[src/rtl/cpu_ctrl_pkg.sv]
// ---------------------------------------------------------------------------
// cpu_ctrl_pkg
//   Shared definitions for the CPU control unit:
//     state_t        - control FSM states
//     instr_class_t  - instruction classes produced by instr_class_decode
//     OP_* / EXT_*   - primary opcode (instr[15:12]) and extended opcode
//                      (instr[7:4]) values the control unit distinguishes
//     ALU_*          - ALU operation codes that select PSR flag groups
//     PC_SEL_*       - next-PC source encodings
//     WB_SEL_*       - register write-back source encodings
//     ADDR_SEL_*     - memory address source encodings
// ---------------------------------------------------------------------------
package cpu_ctrl_pkg;

    typedef enum logic [2:0] {
        ST_FETCH  = 3'd0,
        ST_DECODE = 3'd1,
        ST_EXEC   = 3'd2,
        ST_MEM_RD = 3'd3,
        ST_MEM_WR = 3'd4,
        ST_HALT   = 3'd5
    } state_t;

    typedef enum logic [2:0] {
        CLS_NOP   = 3'd0,
        CLS_ALU   = 3'd1,
        CLS_LOAD  = 3'd2,
        CLS_STOR  = 3'd3,
        CLS_JCOND = 3'd4,
        CLS_BCOND = 3'd5
    } instr_class_t;

    // Primary opcodes
    localparam logic [3:0] OP_REG_ALU = 4'b0000;
    localparam logic [3:0] OP_MEM_JMP = 4'b0100;
    localparam logic [3:0] OP_BCOND   = 4'b1100;

    // Extended opcodes under OP_MEM_JMP
    localparam logic [3:0] EXT_LOAD   = 4'b0000;
    localparam logic [3:0] EXT_STOR   = 4'b0100;
    localparam logic [3:0] EXT_JCOND  = 4'b1100;

    // ALU operations with flag side effects (ext for register form,
    // op for immediate form)
    localparam logic [3:0] ALU_ADD    = 4'b0101;
    localparam logic [3:0] ALU_SUB    = 4'b1001;
    localparam logic [3:0] ALU_CMP    = 4'b1011;

    // Next-PC source
    localparam logic [1:0] PC_SEL_INC  = 2'b00;
    localparam logic [1:0] PC_SEL_DISP = 2'b01;
    localparam logic [1:0] PC_SEL_REG  = 2'b10;

    // Write-back source
    localparam logic WB_SEL_ALU = 1'b0;
    localparam logic WB_SEL_MEM = 1'b1;

    // Memory address source
    localparam logic ADDR_SEL_PC  = 1'b0;
    localparam logic ADDR_SEL_REG = 1'b1;

    localparam logic [15:0] INSTR_HALT = 16'h0000;

    // Immediate-form ALU opcodes: 0001-0011 and 0101-1011
    function automatic logic is_imm_alu_op(input logic [3:0] op);
        return ((op >= 4'd1) && (op <= 4'd3)) || ((op >= 4'd5) && (op <= 4'd11));
    endfunction

endpackage

[src/rtl/instr_class_decode.sv]
// ---------------------------------------------------------------------------
// instr_class_decode
//   Purely combinational instruction classifier for the control FSM.
//   Ports:
//     instr    in  16  instruction register contents
//     cls      out  3  instruction class (instr_class_t)
//     of_grp   out  1  ALU op updates the overflow flag group (ADD/SUB)
//     cmp_grp  out  1  ALU op is CMP: updates compare + zero groups and
//                      suppresses register write-back
//     is_halt  out  1  instruction is the all-zero HALT encoding
// ---------------------------------------------------------------------------
module instr_class_decode
    import cpu_ctrl_pkg::*;
(
    input  logic [15:0]  instr,
    output instr_class_t cls,
    output logic         of_grp,
    output logic         cmp_grp,
    output logic         is_halt
);

    logic [3:0] op;
    logic [3:0] ext;
    logic [3:0] alu_code;

    assign op  = instr[15:12];
    assign ext = instr[7:4];

    always_comb begin
        cls      = CLS_NOP;
        alu_code = '0;
        of_grp   = 1'b0;
        cmp_grp  = 1'b0;
        is_halt  = (instr == INSTR_HALT);

        case (op)
            OP_REG_ALU: begin
                cls      = CLS_ALU;
                alu_code = ext;
            end
            OP_MEM_JMP: begin
                case (ext)
                    EXT_LOAD:  cls = CLS_LOAD;
                    EXT_STOR:  cls = CLS_STOR;
                    EXT_JCOND: cls = CLS_JCOND;
                    default:   cls = CLS_NOP;
                endcase
            end
            OP_BCOND: cls = CLS_BCOND;
            default: begin
                if (is_imm_alu_op(op)) begin
                    cls      = CLS_ALU;
                    alu_code = op;
                end
            end
        endcase

        if (cls == CLS_ALU) begin
            of_grp  = (alu_code == ALU_ADD) || (alu_code == ALU_SUB);
            cmp_grp = (alu_code == ALU_CMP);
        end

        // The all-zero word would otherwise decode as a register ALU op;
        // when it is not taken as HALT it must behave as a plain NOP.
        if (is_halt) begin
            cls     = CLS_NOP;
            of_grp  = 1'b0;
            cmp_grp = 1'b0;
        end
    end

endmodule

[src/rtl/cpu_control.sv]
// ---------------------------------------------------------------------------
// cpu_control
//   Multi-cycle control FSM: FETCH -> DECODE -> EXEC [-> MEM_RD/MEM_WR]
//   with a terminal HALT state. All outputs are combinational from the
//   current state, instr, mem_ack and cond_met, and are forced low while
//   reset_n is low.
//   Parameter:
//     HALT_EN   1: instr 16'h0000 enters HALT; 0: it executes as a NOP
//   Ports:
//     clk       in   1  clock, rising edge
//     reset_n   in   1  asynchronous active-low reset
//     instr     in  16  instruction register contents
//     mem_ack   in   1  memory completes current request this cycle
//     cond_met  in   1  branch condition true
//     mem_req   out  1  memory request strobe
//     mem_we    out  1  memory write qualifier
//     addr_sel  out  1  address source: 0 = PC, 1 = Raddr
//     pc_en     out  1  PC load enable
//     instr_en  out  1  instruction register load enable
//     pc_sel    out  2  next PC: 00 PC+1, 01 PC+disp8, 10 Rtarget
//     rf_wr_en  out  1  register file write enable
//     wb_sel    out  1  write-back source: 0 = ALU, 1 = memory
//     cmp_f_en  out  1  compare flag group enable
//     of_f_en   out  1  overflow flag group enable
//     z_f_en    out  1  zero flag group enable
//     halted    out  1  high while in HALT
// ---------------------------------------------------------------------------
module cpu_control
    import cpu_ctrl_pkg::*;
#(
    parameter bit HALT_EN = 1'b1
) (
    input  logic        clk,
    input  logic        reset_n,
    input  logic [15:0] instr,
    input  logic        mem_ack,
    input  logic        cond_met,
    output logic        mem_req,
    output logic        mem_we,
    output logic        addr_sel,
    output logic        pc_en,
    output logic        instr_en,
    output logic [1:0]  pc_sel,
    output logic        rf_wr_en,
    output logic        wb_sel,
    output logic        cmp_f_en,
    output logic        of_f_en,
    output logic        z_f_en,
    output logic        halted
);

    state_t       state;
    state_t       state_next;
    instr_class_t cls;
    logic         of_grp;
    logic         cmp_grp;
    logic         is_halt;

    instr_class_decode u_decode (
        .instr   (instr),
        .cls     (cls),
        .of_grp  (of_grp),
        .cmp_grp (cmp_grp),
        .is_halt (is_halt)
    );

    always_ff @(posedge clk or negedge reset_n) begin
        if (!reset_n) begin
            state <= ST_FETCH;
        end else begin
            state <= state_next;
        end
    end

    always_comb begin
        state_next = state;
        mem_req    = 1'b0;
        mem_we     = 1'b0;
        addr_sel   = ADDR_SEL_PC;
        pc_en      = 1'b0;
        instr_en   = 1'b0;
        pc_sel     = PC_SEL_INC;
        rf_wr_en   = 1'b0;
        wb_sel     = WB_SEL_ALU;
        cmp_f_en   = 1'b0;
        of_f_en    = 1'b0;
        z_f_en     = 1'b0;
        halted     = 1'b0;

        case (state)
            ST_FETCH: begin
                mem_req  = 1'b1;
                addr_sel = ADDR_SEL_PC;
                if (mem_ack) begin
                    instr_en   = 1'b1;
                    state_next = ST_DECODE;
                end
            end

            ST_DECODE: begin
                if (HALT_EN && is_halt) begin
                    state_next = ST_HALT;
                end else begin
                    state_next = ST_EXEC;
                end
            end

            ST_EXEC: begin
                state_next = ST_FETCH;
                case (cls)
                    CLS_ALU: begin
                        rf_wr_en = !cmp_grp;
                        wb_sel   = WB_SEL_ALU;
                        pc_en    = 1'b1;
                        pc_sel   = PC_SEL_INC;
                        of_f_en  = of_grp;
                        cmp_f_en = cmp_grp;
                        z_f_en   = cmp_grp;
                    end
                    CLS_BCOND: begin
                        pc_en  = 1'b1;
                        pc_sel = cond_met ? PC_SEL_DISP : PC_SEL_INC;
                    end
                    CLS_JCOND: begin
                        pc_en  = 1'b1;
                        pc_sel = cond_met ? PC_SEL_REG : PC_SEL_INC;
                    end
                    CLS_LOAD: state_next = ST_MEM_RD;
                    CLS_STOR: state_next = ST_MEM_WR;
                    default: begin
                        pc_en  = 1'b1;
                        pc_sel = PC_SEL_INC;
                    end
                endcase
            end

            ST_MEM_RD: begin
                mem_req  = 1'b1;
                addr_sel = ADDR_SEL_REG;
                if (mem_ack) begin
                    rf_wr_en   = 1'b1;
                    wb_sel     = WB_SEL_MEM;
                    pc_en      = 1'b1;
                    pc_sel     = PC_SEL_INC;
                    state_next = ST_FETCH;
                end
            end

            ST_MEM_WR: begin
                mem_req  = 1'b1;
                mem_we   = 1'b1;
                addr_sel = ADDR_SEL_REG;
                if (mem_ack) begin
                    pc_en      = 1'b1;
                    pc_sel     = PC_SEL_INC;
                    state_next = ST_FETCH;
                end
            end

            ST_HALT: begin
                halted = 1'b1;
            end

            default: state_next = ST_FETCH;
        endcase

        // The register already sits in FETCH during reset, but FETCH drives
        // mem_req; gate everything so nothing is requested until release.
        if (!reset_n) begin
            mem_req  = 1'b0;
            mem_we   = 1'b0;
            addr_sel = ADDR_SEL_PC;
            pc_en    = 1'b0;
            instr_en = 1'b0;
            pc_sel   = PC_SEL_INC;
            rf_wr_en = 1'b0;
            wb_sel   = WB_SEL_ALU;
            cmp_f_en = 1'b0;
            of_f_en  = 1'b0;
            z_f_en   = 1'b0;
            halted   = 1'b0;
        end
    end

endmodule

[config.mk]
export PLATFORM = sky130hd
export DESIGN_NAME = cpu_control
export DESIGN_NICKNAME = d
export VERILOG_FILES = /design/src/rtl/cpu_ctrl_pkg.sv /design/src/rtl/instr_class_decode.sv /design/src/rtl/cpu_control.sv
export SDC_FILE = /design/constraint.sdc
export NUM_CORES = 1
export LEC_CHECK = 0
export ABC_CLOCK_PERIOD_IN_PS = 1900
export BUFFER_PORTS_ARGS = -buffer_cell sky130_fd_sc_hd__buf_2
export CORE_MARGIN = 5
export CORE_UTILIZATION = 43
export CTS_CLUSTER_SIZE = 8
export DETAILED_ROUTE_END_ITERATION = 16
export PLACE_DENSITY = 0.81
export RECOVER_POWER = 100
export SLEW_MARGIN = 20
export SYNTH_ARGS = -nofsm -noshare
export SYNTH_HDL_FRONTEND = slang
export SYNTH_SLANG_ARGS = --single-unit
[constraint.sdc]
create_clock -name clk -period 1.9 [get_ports clk]
set_input_delay 0.38 -clock clk [delete_from_list [all_inputs] [get_ports clk]]
set_output_delay 0.38 -clock clk [all_outputs]
set_load 0.01 [all_outputs]
==> impl_metrics.tcl, run 1 <==
set metrics [dict create \
    ff_latch_area_um2 76.3 \
    core-area_um2 1300 \
    die-width_um 47.0 \
    pre_cts_slack_ns -0.0278 \
    area_growth_pct 43.5 \
    timing.max_cap.violations 0 \
    ys_ff_latch 3 \
    wl_per_cell_um 12.6 \
    hold_class "input pin to asynchronous set/reset pin" \
    met1_length_um 699 \
    p_clk_frac 0.190 \
    num_io_pins 33 \
    synthFlopType "dfrtp_1" \
    tightest_slew_ns 0.356 \
    fill_cells 115 \
    synthCells 85 \
    synth-edff-count 0 \
    period_needed_ns 1.88 \
    ctsHtreeMaxLevel 1 \
    overflow 0 \
    cts_tree "built" \
    place_inst 131 \
    drt_iter0_markers 18 \
    yosysTopAreaCellShare 0.127 \
    numCtsBuffers 3 \
    status "finished, final reports clean" \
    cellLeakagePower_nw 0.388 \
    startpoint "state[2]" \
    clk_latency_ns 0.23 \
    highest_layer "met4" \
    p_seq_frac 0.191 \
    final_antenna_net_count 0 \
    power.density_nw_per_um2 702 \
    setup_viol 0 \
    fmax_mhz 531 \
    root_buffer "clkbuf_4" \
    wirelength_um 1740 \
    routed-wl-met2_um 888 \
    placed_cell_area_um2 764 \
    num_rows 13 \
    reg_top3 "state: 3 flops" \
    cts.sinks 3 \
    synth_area_leaders "dfrtp_1, nor2_1, nor2b_1, nand2b_1, a31oi_1" \
    start_util 0.453 \
    avgViaCountPerCell 5.52 \
    clkTransAtPathRegs_ns 0.04 \
    stdcell_area_um2 846 \
    worst-endpoint-required_ns 1.52 \
    yosysUniqueCellTypes 40 \
    rr_startpoint "state[2]" \
    fin_skew_ns 0.00356 \
    regMostFlops "state" \
    multi_input_area_um2 485 \
    combinationalPowerShare 0.619 \
    wl_met3_um 141 \
    nets 144 \
    irDropWorstVdd_mv 0.437 \
    routabilityCongestion 0.865 \
    grtUsageTotal 0.157 \
    slew_viol_final 0 \
    worstSetupPathType "flop to output port" \
    startpoint_type "flop" \
    largest_reg_flops 3 \
    grt_max_degree 12 \
    drc 0 \
    ff2ff_path_depth 6 \
    seq_area_frac_synth 0.127 \
    rsz0062_at_grt "yes" \
    portBuffers 32 \
    drive_gt1_frac 0.439 \
    first_pass_iters 4 \
    period_share 0.991 \
    detailed_place_hpwl_um 1350 \
    switching_share 0.429 \
    yosys.area.top_type "dfrtp_1" \
    cp-end-kind "output port" \
    num_vias 762 \
    cp_cell_sequence "nand3b_1 > or3_4 > nor2b_1 > buf_2" \
    antenna_found_initial 0 \
    cp.arrival_ns 1.50 \
    die_y_um 47.0 \
    cp_slowest_cell "or3_4" \
    finalHoldViolCount 0 \
    p_sw_w 0.000255 \
    syn_area_um2 589 \
    cp_max_fo 4 \
    finalWorstSetupSlack_ns 0.0170 \
    cts_buffer_depth 2 \
    timing.slew.headroom 0.759 \
    power.internal_w 0.000339 \
    synth_fp_nets 105 \
    synth_async_sr_flop_share 1.00 \
    stdcell_count 138 \
    grt_pass1_vias 624 \
    cp_slowest_stage_delay_ns 0.41 \
    ys_warn_count 0 \
    avgSynthCellArea_um2 6.93 \
    grt_pass1_wl_um 2570 \
    synthTopCellsByCount "nor2_1, nor2b_1, nand2_1, nand2b_1" \
    fp.dieArea_um2 2210 \
    post-synth-top-count-cell "nor2_1" \
    n_antenna_cell 0 \
]
-- layout make-up --
class / instances / area share
tap: 15 / 0.0222
timing repair buffer: 40 / 0.269
sequential: 3 / 0.0902
inverter: 3 / 0.0133
clock buffer: 4 / 0.0311
multi-input combinational: 73 / 0.574
-- through the flow --
step	setup TNS [ns]	total power, W	util	hold WS [ns]
4_1_cts	0	0.000570	0.613	0.0413
3_3_place_gp	0	0.000440	0.588	0.281
6_report	0	0.000594	0.650	0.118
5_1_grt	-0.170	0.000650	0.650	0.168
2_1_floorplan	0	0.000341	-	0.0844
3_5_place_dp	-0.0278	0.000452	0.588	0.294
-- power by group through the flow --
stage / registers (W) / clock network (W) / logic, W
after global routing: 0.000118 / 0.000124 / 0.000408
final: 0.000113 / 0.000113 / 0.000368
after floorplan: 0.000102 / 0 / 0.000239
after CTS: 0.000111 / 0.000117 / 0.000341
after global placement: 0.000111 / 0 / 0.000328
after detailed placement: 0.000112 / 0 / 0.000340
-- what timing repair did --
| item | CTS | global route |
|---|---|---|
| endpoints found under the setup margin | 3 | 7 |
| buffers inserted | 1 | 2 |
| hold buffers | 0 | 0 |
| gates resized for setup | 0 | 13 |
| pin swaps | 1 | 10 |
| cloned | 0 | 0 |
-- layout by cell type (no fill, tap or decap), drive strengths merged --
cell / synthesis / layout
o21ai: 5 / 5
or3: 1 / 1
a311oi: 1 / 1
a21oi: 4 / 4
nor3: 4 / 4
inv: 3 / 3
and3: 2 / 2
nand4: 1 / 1
and4: 1 / 1
buf: 6 / 38
xor2: 1 / 1
a21boi: 1 / 1
or2: 1 / 1
nor4bb: 1 / 1
o211ai: 1 / 1
nor2b: 6 / 6
clkbuf: 0 / 6
nand3: 3 / 3
and2: 2 / 2
nand2b: 5 / 5
o21bai: 1 / 1
o31ai: 1 / 1
nand4b: 1 / 1
a31oi: 4 / 4
and2b: 1 / 1
a32oi: 1 / 1
dfrtp: 3 / 3
nor4: 2 / 2
o21a: 1 / 1
nand2: 5 / 5
nand3b: 3 / 3
a211oi: 1 / 1
nor2: 11 / 11
o22ai: 1 / 1
-- worst paths after layout --
| check | to | slack (ns) |
|---|---|---|
| setup / recovery | pc_sel[0] | 0.02 |
| hold / removal | state[0] | 0.12 |
| setup reg to reg | state[0] | 0.36 |
| hold reg to reg | state[2] | 0.66 |
| max in group asynchronous | state[0] | 1.55 |
| min in group clk | state[2] | 0.49 |
-- per-layer routing --
metal	vias up	global-route usage
li1	386	-
met1	337	0.203
met2	37	0.268
met3	2	0.0192
met4	0	0.0552
met5	-	0
-- cells by family after synthesis --
family                    count (synthesis)  synth area share
xor gates and xnor gates                  1            0.0149
AOI/OAI and AO/OA                        22             0.244
and+or+nand+nor                          50             0.524
DFF                                       3             0.127
buffers and inverters                     9            0.0892
-- critical path: cells and delay by family, from the launching register on --
family	cells	cell delay, ns
buffers and inverters	1	0.13
DFF	1	0.38
and+or+nand+nor	3	0.76
Power figures use the tool's default switching activity.
==> inputs of run 2 (changes only) <==
==> constraint.sdc (replaced) <==
create_clock -name clk -period 1.9 [get_ports clk]
set_input_delay 0.38 -clock clk [delete_from_list [all_inputs] [get_ports clk]]
set_output_delay 0.38 -clock clk [all_outputs]
set_load 0.05 [all_outputs]
==> impl_metrics.tcl, run 2 (synthesis gave the netlist of run 1 again) <==
set metrics [dict create \
    grtUsageTotal 0.213 \
    wl_per_cell_um 15.0 \
    core-area_um2 1300 \
    violations "setup timing" \
    irDropWorstVdd_mv 0.580 \
    setup_viol 5 \
    multi_input_area_um2 549 \
    hold_class "input pin to asynchronous set/reset pin" \
    tightest_slew_ns 0.296 \
    rsz0062_at_grt "yes" \
    reg_top3 "state: 3 flops" \
    rrSetupSlack_ns 0.52 \
    power.internal_w 0.000404 \
    cts_buffer_depth 2 \
    startpoint_type "input pin" \
    ctsHoldBuffers 0 \
    drive_gt1_frac 0.562 \
    finalHoldViolCount 0 \
    overflow 0 \
    grt_pass1_wl_um 3370 \
    rr_startpoint "state[0]" \
    nets 158 \
    period_share 1.02 \
    r2r_end "state[0]" \
    grt_pass1_vias 803 \
    ff_latch_area_um2 75.1 \
    cp-end-kind "output port" \
    wirelength_um 2290 \
    switching_share 0.491 \
    period_needed_ns 1.95 \
    root_buffer "clkbuf_4" \
    placed_cell_area_um2 900 \
    n_antenna_cell 0 \
    fmax_mhz 514 \
    cts.sinks 3 \
    fin_skew_ns 0.00564 \
    p_clk_frac 0.140 \
    p_sw_w 0.000389 \
    antenna_found_initial 0 \
    portBuffers 32 \
    grt_max_degree 14 \
    regMostFlops "state" \
    fill_cells 83 \
    clk_latency_ns 0.23 \
    drt_iter0_markers 15 \
    hold-worst-slack_ns 0.0979 \
    cellLeakagePower_nw 0.486 \
    fin_setup_tns_ns -0.119 \
    cp_max_fo 5 \
    num_rows 13 \
    finalWorstSetupSlack_ns -0.0460 \
    startpoint "instr[12]" \
    stdcell_area_um2 1100 \
    num_io_pins 33 \
    mostFrequentLayoutCell "buf_2" \
    routabilityCongestion 0.799 \
    avgViaCountPerCell 5.63 \
    clkTransAtPathRegs_ns 0.04 \
    worstSetupPathType "input pin to output port" \
    numCtsBuffers 3 \
    combinationalPowerShare 0.733 \
    final_cell_mix "buf_2, buf_4, buf_6" \
    status "finished with violations" \
    power.density_nw_per_um2 718 \
    final_antenna_net_count 0 \
    num_vias 856 \
    worst-endpoint-required_ns 1.52 \
    start_util 0.453 \
    drc 0 \
    largest_reg_flops 3 \
    timing.max_cap.violations 0 \
    die_y_um 47.0 \
    die-width_um 47.0 \
    slew_viol_final 0 \
    p_seq_frac 0.127 \
    fp.dieArea_um2 2210 \
    ctsHtreeMaxLevel 1 \
    area_growth_pct 87.5 \
    cts_tree "built" \
    timing.slew.headroom 0.800 \
    cp.arrival_ns 1.57 \
    first_pass_iters 4 \
    ff2ff_path_depth 5 \
    detailed_place_hpwl_um 1530 \
]
==> run 2: critical path, stage by stage <==
cell and delay (ns):
buf_6 0.09, buf_6 0.12, nor2_4 0.15, buf_6 0.12, nand3_1 0.13, o211ai_4 0.29, o22ai_2 0.12, buf_6 0.16
==> run 2: worst max path at each step <==
| stage | to | slack (ns) | cells after the start |
|---|---|---|---|
| floorplan | z_f_en | -0.20 | 6 |
| global placement | pc_sel[0] | -0.16 | 6 |
| detailed placement | pc_sel[0] | -0.20 | 6 |
| CTS | rf_wr_en | -0.01 | 8 |
| global route | pc_sel[0] | -0.09 | 4 |
| finish | rf_wr_en | -0.05 | 8 |
==> run 2: layer usage <==
metal	global-route usage	vias up	routed length (um)
li1	-	416	-
met1	0.246	400	839
met2	0.385	40	1280
met3	0.0307	0	170
met4	0.0939	0	0
met5	0	-	0
==> run 2: what timing repair did <==
action / in CTS / in global routing
setup endpoints to repair: 8 / 9
setup buffers: 0 / 4
resized for setup: 21 / 24
pin swaps: 7 / 9
==> run 2: final cells by class <==
type,count,area share
repair buffers,54,0.384
flip-flops and latches,3,0.0680
well taps,15,0.0170
clock buffers,4,0.0238
inverters,3,0.0102
multi-input cells,73,0.497
==> run 2: power by group through the flow <==
stage,logic (W),registers (W),clock network (W)
after floorplan,0.000349,0.000102,0
after global placement,0.000469,0.000100,0
after detailed placement,0.000486,0.000102,0
after CTS,0.000518,0.000101,0.000109
after global routing,0.000628,0.000104,0.000124
final,0.000582,0.000101,0.000111
==> run 2: stage by stage <==
step / power (W) / utilization / setup WS [ns] / std cells
3_3_place_gp: 0.000570 / 0.691 / -0.156 / 144
6_report: 0.000793 / 0.849 / -0.0460 / 152
4_1_cts: 0.000728 / 0.767 / -0.0150 / 148
3_5_place_dp: 0.000587 / 0.691 / -0.200 / 144
2_1_floorplan: 0.000451 / - / -0.203 / 85
5_1_grt: 0.000856 / 0.849 / -0.0863 / 152
==> inputs of run 3 (changes only) <==
--- a/config.mk
+++ b/config.mk
@@ -8,7 +8,7 @@
 export ABC_CLOCK_PERIOD_IN_PS = 1900
 export BUFFER_PORTS_ARGS = -buffer_cell sky130_fd_sc_hd__buf_2
 export CORE_MARGIN = 5
-export CORE_UTILIZATION = 43
+export CORE_UTILIZATION = 42
 export CTS_CLUSTER_SIZE = 8
 export DETAILED_ROUTE_END_ITERATION = 16
 export PLACE_DENSITY = 0.81
@@ -16,4 +16,5 @@
 export SLEW_MARGIN = 20
 export SYNTH_ARGS = -nofsm -noshare
 export SYNTH_HDL_FRONTEND = slang
+export SYNTH_HIERARCHICAL = 1
 export SYNTH_SLANG_ARGS = --single-unit
==> impl_metrics.tcl, run 3 <==
set metrics [dict create \
    cts_buffer_depth 2 \
    routabilityCongestion 0.809 \
    ff2ff_path_depth 4 \
    rrSetupSlack_ns 0.62 \
    synth_fa_ha_area_frac 0 \
    num_rows 13 \
    yosys.area.top_type "dfrtp_1" \
    finalHoldViolCount 0 \
    num_vias 922 \
    start_util 0.433 \
    cp-end-kind "output port" \
    hold-worst-slack_ns 0.545 \
    synthTopCellsByCount "nor2_1, nor2b_1, nand2_1" \
    cp_max_fo 3 \
    synth.mux.area_fraction 0.0360 \
    cellLeakagePower_nw 0.543 \
    irDropWorstVdd_mv 0.415 \
    seq_area_frac_synth 0.135 \
    synth-edff-count 0 \
    rsz0062_at_grt "yes" \
    power.density_nw_per_um2 702 \
    clk_latency_ns 0.25 \
    synth_top_family_by_area "simple AND/OR/NAND/NOR gates" \
    nets 153 \
    synth_area_leaders "dfrtp_1, nor2b_1, nor2_1, nor4_2, buf_4" \
    timing.slew.headroom 0.810 \
    antenna_found_initial 0 \
    num_io_pins 33 \
    final_util 0.906 \
    yosysTopAreaCellShare 0.135 \
    grt_pass1_vias 817 \
    die-width_um 46.4 \
    final_antenna_net_count 0 \
    root_buffer "clkbuf_4" \
    grt_max_degree 13 \
    yosysUniqueCellTypes 36 \
    n_antenna_cell 0 \
    synth_xor_area_frac 0.0315 \
    synthFlopType "dfrtp_1" \
    die_y_um 46.4 \
    mostFrequentLayoutCell "buf_4" \
    stdcell_count 147 \
    detailed_place_hpwl_um 1390 \
    worst-endpoint-required_ns 1.52 \
    grtUsageTotal 0.217 \
    cp.arrival_ns 1.94 \
    finalWorstSetupSlack_ns -0.417 \
    setup_viol 7 \
    largest_reg_flops 3 \
    period_needed_ns 2.32 \
    avgSynthCellArea_um2 7.52 \
    hold_path_end "state[1]" \
    first_pass_iters 4 \
    rr_startpoint "state[1]" \
    status "finished with violations" \
    drive_gt1_frac 0.659 \
    drt_iter0_markers 28 \
    fin_skew_ns 0.00493 \
    fp.dieArea_um2 2150 \
    numCtsBuffers 3 \
    grt_pass1_wl_um 3380 \
    synth-simple-area-share 0.535 \
    avgViaCountPerCell 6.27 \
    synthCells 74 \
    period_share 1.22 \
    synth_compound_area_frac 0.187 \
    overflow 0 \
    syn_area_um2 557 \
    cts.sinks 3 \
    hold_start "mem_ack" \
    r2r_end "state[0]" \
    fmax_mhz 432 \
    reg_top3 "state: 3 flops" \
    ys_warn_count 6 \
    slew_viol_final 0 \
    clkTransAtPathRegs_ns 0.04 \
    ys_ff_latch 3 \
    startpoint_type "input pin" \
    regMostFlops "state" \
    place_inst 134 \
    wl_per_cell_um 20.4 \
    hold_class "input pin to flop" \
    area_growth_pct 109 \
    worstSetupPathType "input pin to output port" \
    core-area_um2 1280 \
    synth_async_sr_flop_share 1.00 \
    holdPathStages 4 \
    final_cell_mix "buf_4, buf_2, buf_6" \
    ctsHtreeMaxLevel 1 \
    drc 0 \
    fill_cells 58 \
    synth_fp_nets 94 \
    cts_tree "built" \
    tightest_slew_ns 0.282 \
    portBuffers 32 \
    wirelength_um 3000 \
    violations "setup timing" \
    timing.max_cap.violations 0 \
    startpoint "instr[2]" \
]
-- run 3: cell types whose count changed in the layout (fill, tap and decap cells not counted), moves of 3 or more --
cell      delta
nand2b_1     -4
nor2b_1      +4
nand2_1      -3
nor4_2       +3
buf_4        +7
clkbuf_2     -3
a31oi_1      -3
buf_2        -3
buf_6        +3
-- run 3: worst max path at each step --
stage	end	depth (start not counted)
2_1_floorplan	z_f_en	8
3_3_place_gp	rf_wr_en	8
3_5_place_dp	rf_wr_en	8
4_1_cts	rf_wr_en	8
5_1_grt	rf_wr_en	8
6_report	rf_wr_en	8
-- run 3: cell type report --
cell class	instances	area (um2)	area share
Multi-Input combinational cell	65	546	0.469
Timing Repair Buffer	59	494	0.425
Sequential cell	3	75.1	0.0645
Clock buffer	4	26.3	0.0226
Tap cell	15	18.8	0.0161
Inverter	1	3.75	0.00323
-- run 3: repair_timing --
action | 4_1_cts | 5_1_grt
pin swaps | 6 | 6
hold buffers | 1 | 0
gates resized for setup | 38 | 17
endpoints found under the setup margin | 7 | 8
setup buffers | 4 | 4
hold endpoints to repair | 3 | 0
-- run 3: logic make-up (layout without fill, tap and decap cells) --
logic type,after synthesis,in the layout
compound gates,15,15
xor+xnor,2,2
buf+inv,6,64
flops,3,3
mux,2,2
simple gates,46,46
-- run 3: worst max-delay path, cell delays in order --
cell      delay, ns
buf_2          0.11
nor4_1         0.31
and4_1         0.29
a311oi_2       0.06
nor2b_2        0.19
and4b_1        0.20
a32o_2         0.24
buf_8          0.15
-- run 3: metal layers --
metal	share of wire	global-route usage	vias to the layer above
met5	0	0	-
met4	0.065	0.108	0
met3	0.11	0.0547	26
met2	0.48	0.412	79
met1	0.34	0.211	423
li1	-	-	394
-- run 3: report_power, final --
group          switching, W  internal [W]  leakage [nW]
registers         0.0000168     0.0000852        0.0386
clock network     0.0000480     0.0000797        0.0150
logic              0.000347      0.000241         0.490
total              0.000412      0.000406         0.543
-- run 3: metrics by stage --
step           power [W]  worst slack (ns)  setup TNS [ns]  area, um2
5_1_grt         0.000859            -0.478           -2.53       1160
4_1_cts         0.000729            -0.319           -1.26       1060
2_1_floorplan   0.000439            -0.232          -0.619        588
3_5_place_dp    0.000567            -0.421           -2.11        852
3_3_place_gp    0.000549            -0.369           -1.81        852
6_report        0.000817            -0.417           -2.04       1160
